`config.mk`:
```
export PLATFORM = sky130hd
export DESIGN_NAME = traffic_phase_scheduler_flat
export DESIGN_NICKNAME = d
export VERILOG_FILES = /design/src/rtl/traffic_phase_scheduler_pkg.sv /design/src/rtl/traffic_phase_scheduler_if.sv /design/src/rtl/traffic_phase_scheduler_timer.sv /design/src/rtl/traffic_phase_scheduler.sv /design/src/flat_wrapper.sv
export SDC_FILE = /design/constraint.sdc
export NUM_CORES = 1
export LEC_CHECK = 0
export CAP_MARGIN = 40
export CORE_MARGIN = 3
export CORE_UTILIZATION = 53
export CTS_CLUSTER_DIAMETER = 60
export DETAILED_ROUTE_END_ITERATION = 12
export GPL_TIMING_DRIVEN = 1
export PLACE_DENSITY = 0.8
export SKIP_LAST_GASP = 1
export SLEW_MARGIN = 20
export SYNTH_ARGS = -nofsm -noshare
export SYNTH_HDL_FRONTEND = slang
export SYNTH_SLANG_ARGS = --single-unit
```
`constraint.sdc`:
```
create_clock -name clock -period 2.8 [get_ports clock]
set_clock_uncertainty 0.2 [all_clocks]
set_input_delay 0.56 -clock clock [delete_from_list [all_inputs] [get_ports clock]]
set_output_delay 0.56 -clock clock [all_outputs]
set_load 0.01 [all_outputs]
```
`src/rtl/traffic_phase_scheduler_pkg.sv`:
```
// rtl/traffic_phase_scheduler_pkg.sv - shared phase codes, config addresses and default durations
package traffic_pkg;

  // Codes must match the downstream light decoder.
  typedef enum logic [1:0] {
    HG = 2'b00,
    HY = 2'b01,
    CG = 2'b10,
    CY = 2'b11
  } phase_e;

  localparam logic [1:0] CFG_COUNTRY = 2'd0;
  localparam logic [1:0] CFG_YELLOW  = 2'd1;
  localparam logic [1:0] CFG_MINHWY  = 2'd2;
  localparam logic [1:0] CFG_WALK    = 2'd3;

  localparam int DEF_TW      = 4;
  localparam int DEF_COUNTRY = 8;
  localparam int DEF_YELLOW  = 3;
  localparam int DEF_MINHWY  = 5;
  localparam int DEF_WALK    = 6;

endpackage

```
`src/rtl/traffic_phase_scheduler_if.sv`:
```
// rtl/traffic_phase_scheduler_if.sv - configuration write bus between software and scheduler
interface traffic_phase_scheduler_if #(
  parameter int TW = 4
);
  logic          cfg_valid;
  logic [1:0]    cfg_addr;
  logic [TW-1:0] cfg_data;
  logic          cfg_ready;

  modport master (output cfg_valid, cfg_addr, cfg_data, input cfg_ready);
  modport slave  (input cfg_valid, cfg_addr, cfg_data, output cfg_ready);
endinterface

```
`src/rtl/traffic_phase_scheduler_timer.sv`:
```
// rtl/traffic_phase_scheduler_timer.sv - loadable tick-enabled saturating down-counter
module phase_timer #(
  parameter int            TW      = 4,
  parameter logic [TW-1:0] RST_VAL = '0
) (
  input  logic          clock,
  input  logic          reset,
  input  logic          load_i,
  input  logic [TW-1:0] load_val_i,
  input  logic          tick_i,
  output logic [TW-1:0] count_o,
  output logic          done_o
);
  logic [TW-1:0] cnt_q, cnt_d;

  // A load wins over the tick so every phase starts from its full duration.
  always_comb begin
    cnt_d = cnt_q;
    if (load_i) begin
      cnt_d = load_val_i;
    end else if (tick_i && (cnt_q != '0)) begin
      cnt_d = cnt_q - 1'b1;
    end
  end

  always_ff @(posedge clock or negedge reset) begin
    if (!reset) begin
      cnt_q <= RST_VAL;
    end else begin
      cnt_q <= cnt_d;
    end
  end

  assign count_o = cnt_q;
  assign done_o  = (cnt_q == '0);
endmodule

```
`src/rtl/traffic_phase_scheduler.sv`:
```
// rtl/traffic_phase_scheduler.sv - intersection phase FSM with pedestrian latch, emergency preempt
// and programmable durations
module traffic_phase_scheduler
  import traffic_pkg::*;
#(
  parameter int TW          = DEF_TW,
  parameter int RST_COUNTRY = DEF_COUNTRY,
  parameter int RST_YELLOW  = DEF_YELLOW,
  parameter int RST_MINHWY  = DEF_MINHWY,
  parameter int RST_WALK    = DEF_WALK
) (
  input  logic                       clock,
  input  logic                       reset,
  input  logic                       tick,
  input  logic                       car_sync,
  input  logic                       ped_req,
  input  logic                       emerg_req,
  traffic_phase_scheduler_if.slave   cfg,
  output logic [1:0]                 traffic_state,
  output logic                       walk,
  output logic                       emerg_active,
  output logic [TW-1:0]              remaining
);
  phase_e        state_q, state_d;
  logic [TW-1:0] country_q, yellow_q, minhwy_q, walkdur_q;
  logic          walk_q, walk_d;
  logic          ped_q, ped_d;
  logic          emerg_q;
  logic          load;
  logic [TW-1:0] load_val;
  logic          done;
  logic          served;
  logic          cfg_we;

  assign cfg.cfg_ready = (state_q == HG) || (state_q == CG);
  assign cfg_we        = cfg.cfg_valid & cfg.cfg_ready;
  // A button press landing on the CG entry edge is served by that entry.
  assign served        = ped_q | ped_req;

  always_comb begin
    state_d  = state_q;
    load     = 1'b0;
    load_val = minhwy_q;
    walk_d   = walk_q;
    ped_d    = ped_q | ped_req;
    case (state_q)
      HG: if (done && !emerg_q && (car_sync || ped_q)) begin
        state_d  = HY;
        load     = 1'b1;
        load_val = yellow_q;
      end
      HY: if (done) begin
        load = 1'b1;
        if (emerg_q) begin
          state_d  = HG;
          load_val = minhwy_q;
        end else begin
          state_d  = CG;
          load_val = (served && (walkdur_q > country_q)) ? walkdur_q : country_q;
          walk_d   = served;
          ped_d    = 1'b0;
        end
      end
      CG: if (done || emerg_q) begin
        state_d  = CY;
        load     = 1'b1;
        load_val = yellow_q;
        walk_d   = 1'b0;
      end
      CY: if (done) begin
        state_d  = HG;
        load     = 1'b1;
        load_val = minhwy_q;
      end
      default: state_d = HG;
    endcase
  end

  always_ff @(posedge clock or negedge reset) begin
    if (!reset) begin
      state_q <= HG;
    end else begin
      state_q <= state_d;
    end
  end

  always_ff @(posedge clock or negedge reset) begin
    if (!reset) begin
      walk_q  <= 1'b0;
      ped_q   <= 1'b0;
      emerg_q <= 1'b0;
    end else begin
      walk_q  <= walk_d;
      ped_q   <= ped_d;
      emerg_q <= emerg_req;
    end
  end

  // Loads above read the pre-edge values, so a write only affects later phases.
  always_ff @(posedge clock or negedge reset) begin
    if (!reset) begin
      country_q <= TW'(RST_COUNTRY);
      yellow_q  <= TW'(RST_YELLOW);
      minhwy_q  <= TW'(RST_MINHWY);
      walkdur_q <= TW'(RST_WALK);
    end else if (cfg_we) begin
      case (cfg.cfg_addr)
        CFG_COUNTRY: country_q <= cfg.cfg_data;
        CFG_YELLOW:  yellow_q  <= cfg.cfg_data;
        CFG_MINHWY:  minhwy_q  <= cfg.cfg_data;
        default:     walkdur_q <= cfg.cfg_data;
      endcase
    end
  end

  phase_timer #(
    .TW      (TW),
    .RST_VAL (TW'(RST_MINHWY))
  ) u_timer (
    .clock      (clock),
    .reset      (reset),
    .load_i     (load),
    .load_val_i (load_val),
    .tick_i     (tick),
    .count_o    (remaining),
    .done_o     (done)
  );

  assign traffic_state = state_q;
  assign walk          = walk_q;
  assign emerg_active  = emerg_q;
endmodule

```
`src/flat_wrapper.sv`:
```
// flat-port wrapper written by rule: the top's interface ports become plain ports
module traffic_phase_scheduler_flat import traffic_pkg::*;
#(
  parameter int TW          = DEF_TW,
  parameter int RST_COUNTRY = DEF_COUNTRY,
  parameter int RST_YELLOW  = DEF_YELLOW,
  parameter int RST_MINHWY  = DEF_MINHWY,
  parameter int RST_WALK    = DEF_WALK
)
  (clock, reset, tick, car_sync, ped_req, emerg_req, traffic_state, walk, emerg_active, remaining, cfg_cfg_valid, cfg_cfg_addr, cfg_cfg_data, cfg_cfg_ready);
  traffic_phase_scheduler_if #(.TW(TW)) cfg_i ();
  input  logic clock;
  input  logic reset;
  input  logic tick;
  input  logic car_sync;
  input  logic ped_req;
  input  logic emerg_req;
  output logic [1:0] traffic_state;
  output logic walk;
  output logic emerg_active;
  output logic [TW-1:0] remaining;
  input wire logic [$bits(cfg_i.cfg_valid)-1:0] cfg_cfg_valid;
  input wire logic [$bits(cfg_i.cfg_addr)-1:0] cfg_cfg_addr;
  input wire logic [$bits(cfg_i.cfg_data)-1:0] cfg_cfg_data;
  output wire logic [$bits(cfg_i.cfg_ready)-1:0] cfg_cfg_ready;
  assign cfg_i.cfg_valid = cfg_cfg_valid;
  assign cfg_i.cfg_addr = cfg_cfg_addr;
  assign cfg_i.cfg_data = cfg_cfg_data;
  assign cfg_cfg_ready = cfg_i.cfg_ready;
  traffic_phase_scheduler #(.TW(TW), .RST_COUNTRY(RST_COUNTRY), .RST_YELLOW(RST_YELLOW), .RST_MINHWY(RST_MINHWY), .RST_WALK(RST_WALK)) u_core (.clock(clock), .reset(reset), .tick(tick), .car_sync(car_sync), .ped_req(ped_req), .emerg_req(emerg_req), .cfg(cfg_i), .traffic_state(traffic_state), .walk(walk), .emerg_active(emerg_active), .remaining(remaining));
endmodule
```
# == After elaboration in Yosys (flattened, before gate mapping) ==
# Cells that the tools add are included.
# word_totals
output_inout_bits,9
register_bits,25
in_bits,13
# classes
n_lt_le_gt_ge,1
n_bitwise,3
add_sub_neg,1
n_mux,25
eq_ne,10
reduce_logical,22
# ops
operator,count
2-to-1 mux 4 bit,7
case mux 4 bit (4 select lines),1
2-to-1 mux 2 bit,5
2-to-1 mux 1 bit,9
case mux 2 bit (4 select lines),1
AND reduction 2 bit,4
AND reduction 4 bit,2
equality test 2 bit (second input constant),3
!= test 2 bit (second input constant),3
equality test 2 x 1 -> 1 bit (second input constant),2
> comparator 4 bit,1
logical AND 1 bit,4
zero test 2 bit,2
zero test 4 bit,1
!= test 2 x 1 -> 1 bit (second input constant),2
nonzero test 2 bit,2
nonzero test 4 bit,1
subtractor 4 x 1 -> 4 bit (second input constant),1
logical OR 1 bit,3
case mux 1 bit (3 select lines),1
OR reduction 3 bit,1
case mux 1 bit (2 select lines),1
OR reduction 2 bit,1
bitwise AND 1 bit,1
other kinds (3),3

# == Longest topological paths before layout ==
# Gate-level depths: netlist of run 1.
# depth
ltp_word,7
ltp_mapped,9
ltp_nobuf,7

# == By module ==
# A second synthesis of run 1 with hierarchy kept.
# unflattened
cells_unflattened,149
area_unflattened_um2,1522.7
# modules_own_cells
mod,n_inst,cells_per_inst,area_per_inst_um2
traffic_phase_scheduler,1,122,1249.9
phase_timer,1,27,272.8

# == Least setup slack after synthesis of run 1 ==
# No wires, ideal clock.
# synth_timing
path_kind,register -> register
start,register u_core.u_timer.cnt_q[1] (netlist: u_core.u_timer.count_o[1])
end,register u_core.u_timer.cnt_q[3] (netlist: u_core.u_timer.count_o[3])
stages_incl_launch_ff,10
t_required_ns,2.489
setup_slack_ns,0.497
t_arrival_ns,1.992
period_less_slack_ns,2.303
n_path_buf,2
path_cell_list,dfrtp_1 > inv_1 > ha_1 > or3b_1 > buf_6 > or3_1 > clkbuf_2 > nand2_1 > o21ai_1 > a222oi_1
# synth_via
elab_chain_cells,6
word_cells_on_any_way,18
cone_classes,1 x add/sub; 10 x mux; 7 x reduce/logical
# synth_rtl
item,line,source
from (decl),traffic_phase_scheduler_timer.sv:14,"logic [TW-1:0] cnt_q, cnt_d;"
from (signal assigned),traffic_phase_scheduler_timer.sv:30,cnt_q <= cnt_d;
zero test 4 bit,traffic_phase_scheduler_timer.sv:35,assign done_o = (cnt_q == '0);
logical AND 1 bit (2 in series),traffic_phase_scheduler.sv:47,HG: if (done && !emerg_q && (car_sync || ped_q)) begin
2-to-1 mux 4 bit / 2-to-1 mux 1 bit (equally long branches),traffic_phase_scheduler.sv:47,
case mux 4 bit (4 select lines) / case mux 1 bit (3 select lines) (equally long branches),traffic_phase_scheduler.sv:46,case (state_q)
2-to-1 mux 4 bit / nonzero test 2 bit (equally long branches),--,
# Parallel ways exist; a longest one is shown, timed or not. The select of a mux whose other input is x is not followed.
# A chain may end at the register's enable or synchronous reset.

# == Worst setup path after layout of run 1 ==
# Same ends and word-level chain as after synthesis.

==> results of run 1 <==
[through the flow]
| step | utilization [%] | std cells |
|---|---|---|
| finish | 67.8 | 192 |
| global route | 67.8 | 192 |
| CTS | 67.8 | 192 |
| detailed placement | 66.7 | 188 |
| global placement | 66.7 | 188 |
| floorplan | - | 137 |
[area by class of cell]
class | count | area share, %
multi-input combinational | 99 | 42.5
inverter | 9 | 1.99
sequential | 25 | 37.6
tap | 30 | 2.22
timing repair buffer | 25 | 14.2
clock buffer | 4 | 1.55
[placed cells by master (no fill, tap or decap), types with 3 or more instances in the layout]
| cell type | n |
|---|---|
| clkdlybuf4s50_1 | 21 |
| mux2_2 | 16 |
| dfrtp_1 | 16 |
| nand2_1 | 12 |
| inv_1 | 9 |
| o21ai_0 | 9 |
| dfstp_2 | 9 |
| a21oi_1 | 8 |
| nor2_1 | 6 |
| nor2b_1 | 5 |
| nand3_1 | 5 |
| ha_1 | 5 |
| buf_4 | 4 |
| o22ai_1 | 3 |
| a31oi_1 | 3 |
| clkbuf_4 | 3 |
[power breakdown]
part           internal (W)  total (W)  switching, W
Sequential         0.000576   0.000756      0.000180
Clock             0.0000557   0.000161      0.000105
Combinational      0.000418   0.000793      0.000375
[metal layers]
metal / GRT usage, % / share of wire, % / vias to the layer above
met4: 10.3 / 2.4 / 0
met1: 28.4 / 44 / 559
met3: 2.23 / 5.0 / 6
met2: 33.4 / 49 / 36
met5: 0 / 0 / -
li1: - / - / 561
[kinds of logic after synthesis]
| group | Yosys count | share of synthesized area (%) |
|---|---|---|
| AOI/OAI and AO/OA | 36 | 16.4 |
| buffers and inverters | 13 | 4.07 |
| adders and majority gates | 5 | 4.42 |
| DFF | 25 | 45.0 |
| muxes | 18 | 14.2 |
| and+or+nand+nor | 40 | 15.9 |
[state kept, by name, summed over array words and instances, names as in the netlist, named ones only]
signal / count
u_core.traffic_state: 1
u_core.ped_q: 1
u_core.u_timer.count_o: 4
u_core.walk: 1
u_core.country_q: 4
u_core.emerg_active: 1
u_core.yellow_q: 4
u_core.walkdur_q: 4
u_core.minhwy_q: 4
[worst reg2reg max path: cells and delay by family (launching register included)]
family                     cells  cell delay (ns)
and+or+nand+nor                3             0.91
AOI/OAI and AO/OA              1             0.35
adders and majority gates      1             0.19
DFF                            1             0.43
muxes                          1             0.26
buffers and inverters          1             0.06
[worst min-delay path by stage]
stage / startpoint / to / slack (ns) / cells past startpoint
floorplan: reset / async pin / 0.06 / 0
global placement: u_core.minhwy_q[3] / u_core.minhwy_q[3] / 0.29 / 1
detailed placement: u_core.minhwy_q[3] / u_core.minhwy_q[3] / 0.30 / 1
CTS: u_core.minhwy_q[3] / u_core.minhwy_q[3] / 0.33 / 1
global route: u_core.minhwy_q[3] / u_core.minhwy_q[3] / 0.34 / 1
finish: u_core.minhwy_q[3] / u_core.minhwy_q[3] / 0.32 / 1
==> results.toml, run 1 <==
[cts]
postCtsSetupRepairBufs = 0
cts_tree = "done"
root_buffer = "clkbuf_4"
cts_buffers = 3
clk_path_buf_depth = 2
clkLatencyLatePin_ns = 0.31
ctsResizeCount = 0
cts.clk_slew.worst_paths_ns = 0.13
cts_hold_buf = 0
htree_levels = 1
cts.sinks = 25

[synth]
synth_top_flop_cell = "dfrtp_1"
yosys.area.top_type_share_pct = 28.3
yosysTopAreaCell = "dfrtp_1"
syn-cell-area_sq_um = 1410
yosys-top-cells-count = "16 x dfrtp_1, 16 x mux2_2, 12 x nand2_1"
synthTopCellsByArea = "dfrtp_1 28%, dfstp_2 17%, mux2_2 13%"
syn_inst = 137
synth_cell_types = 37
avgSynthCellArea_sq_um = 10.3
synth_seq_cells = 25
synth_edf_count = 0
ys_seq_area_share_pct = 45.0
ys_async_sr_fraction_pct = 100
syn-num-nets = 155
yosysWarnings = 0

[outcome]
status = "completed"

[hold_path]
hp-class = "register to register"

[worst_setup_path]
crit_arrival_ns = 2.52
worst_path_max_delay_cell = "or3b_1"
critPathMaxFanout = 8
cp-endpoint = "u_core.u_timer.count_o[3]"
cpPeakStageDelay_ns = 0.51
cp-start-kind = "register"
path_depth = 7
crit_family = "simple AND/OR/NAND/NOR gates"
crit_buf_inv = 1
crit_path_start = "u_core.u_timer.count_o[1]"
path_cells = "inv_1, ha_1, or3b_1, nor3_4, nand2_1, mux2_2, a222oi_1"
r2r-end = "u_core.u_timer.count_o[3]"
rr_worst_depth = 7
path_class = "register to register"
required_ns = 2.81
cp-end-kind = "register"
r2r_start = "u_core.u_timer.count_o[1]"
r2r_setup_slack_ns = 0.29

[finish]
multiInputGateArea_sq_um = 719
fillers = 207
ff_latch_area_sq_um = 637
antenna_cells = 0
area_delta_synth_final_pct = 19.8
final_cell_area_sq_um = 1690
drive_gt1_share_pct = 20.4
finalNetCount = 181

[global_routing]
track_usage_pct = 20.9
grt_pass1_vias = 1148
grt_first_pass_wirelength_um = 5330
gr-total-overflow = 0
grt_antenna_before_repair = 0
grt_max_degree = 26

[timing]
fmax_ghz = 0.399
setup_viol = 0
setup_slack_ns = 0.291
worstMarginPinSlew_ns = 0.653
slew_headroom_pct = 56.4
finalHoldViolations = 0
slew_viol_final = 0
rsz0062_at_grt = "no"
tns_ns = 0
whs_ns = 0.324
post-route-period-util_pct = 89.6
fin_crit_ns = 2.51

[drt]
num_vias = 1162
routed_via_density = 6.05
antenna_left = 0
wl_um = 3080
drt_pass1_iterations = 5
drt_iter0_markers = 42
post_drt_wl_per_cell_um = 16.0
drc_errors = 0

[die]
start_util_pct = 56.6
die_x_um = 57.7
coreArea_sq_um = 2500
die_area_sq_um = 3320
rows = 18
floorplan.io_pins = 22
die_h_um = 57.7

[job]
maxCapViolCount = 0

[power]
vdd.ir_drop.worst_uv = 608
p_per_area_nw_per_um2 = 1010
p_total_w = 0.00171
leakagePower_nw = 0.716

[place]
dpl_worst_slack_ns = 0.197
dp_hpwl_um = 2440
place_congestion = 0.847
io_buffers = 21
place_area_sq_um = 1670
Power figures use the tool's default switching activity.
==> inputs of run 2 (changes only) <==
--- a/config.mk
+++ b/config.mk
@@ -17,3 +17,4 @@
 export SYNTH_ARGS = -nofsm -noshare
 export SYNTH_HDL_FRONTEND = slang
 export SYNTH_SLANG_ARGS = --single-unit
+export TNS_END_PERCENT = 20
==> results of run 2 <==
The final DEF is identical to that of run 1; final timing and power are the same.
==> inputs of run 3 (changes only) <==
--- a/config.mk
+++ b/config.mk
@@ -10,7 +10,6 @@
 export CORE_UTILIZATION = 53
 export CTS_CLUSTER_DIAMETER = 60
 export DETAILED_ROUTE_END_ITERATION = 12
-export GPL_TIMING_DRIVEN = 1
 export PLACE_DENSITY = 0.8
 export SKIP_LAST_GASP = 1
 export SLEW_MARGIN = 20
==> results of run 3 <==
The final DEF is identical to that of run 1; final timing and power are the same.
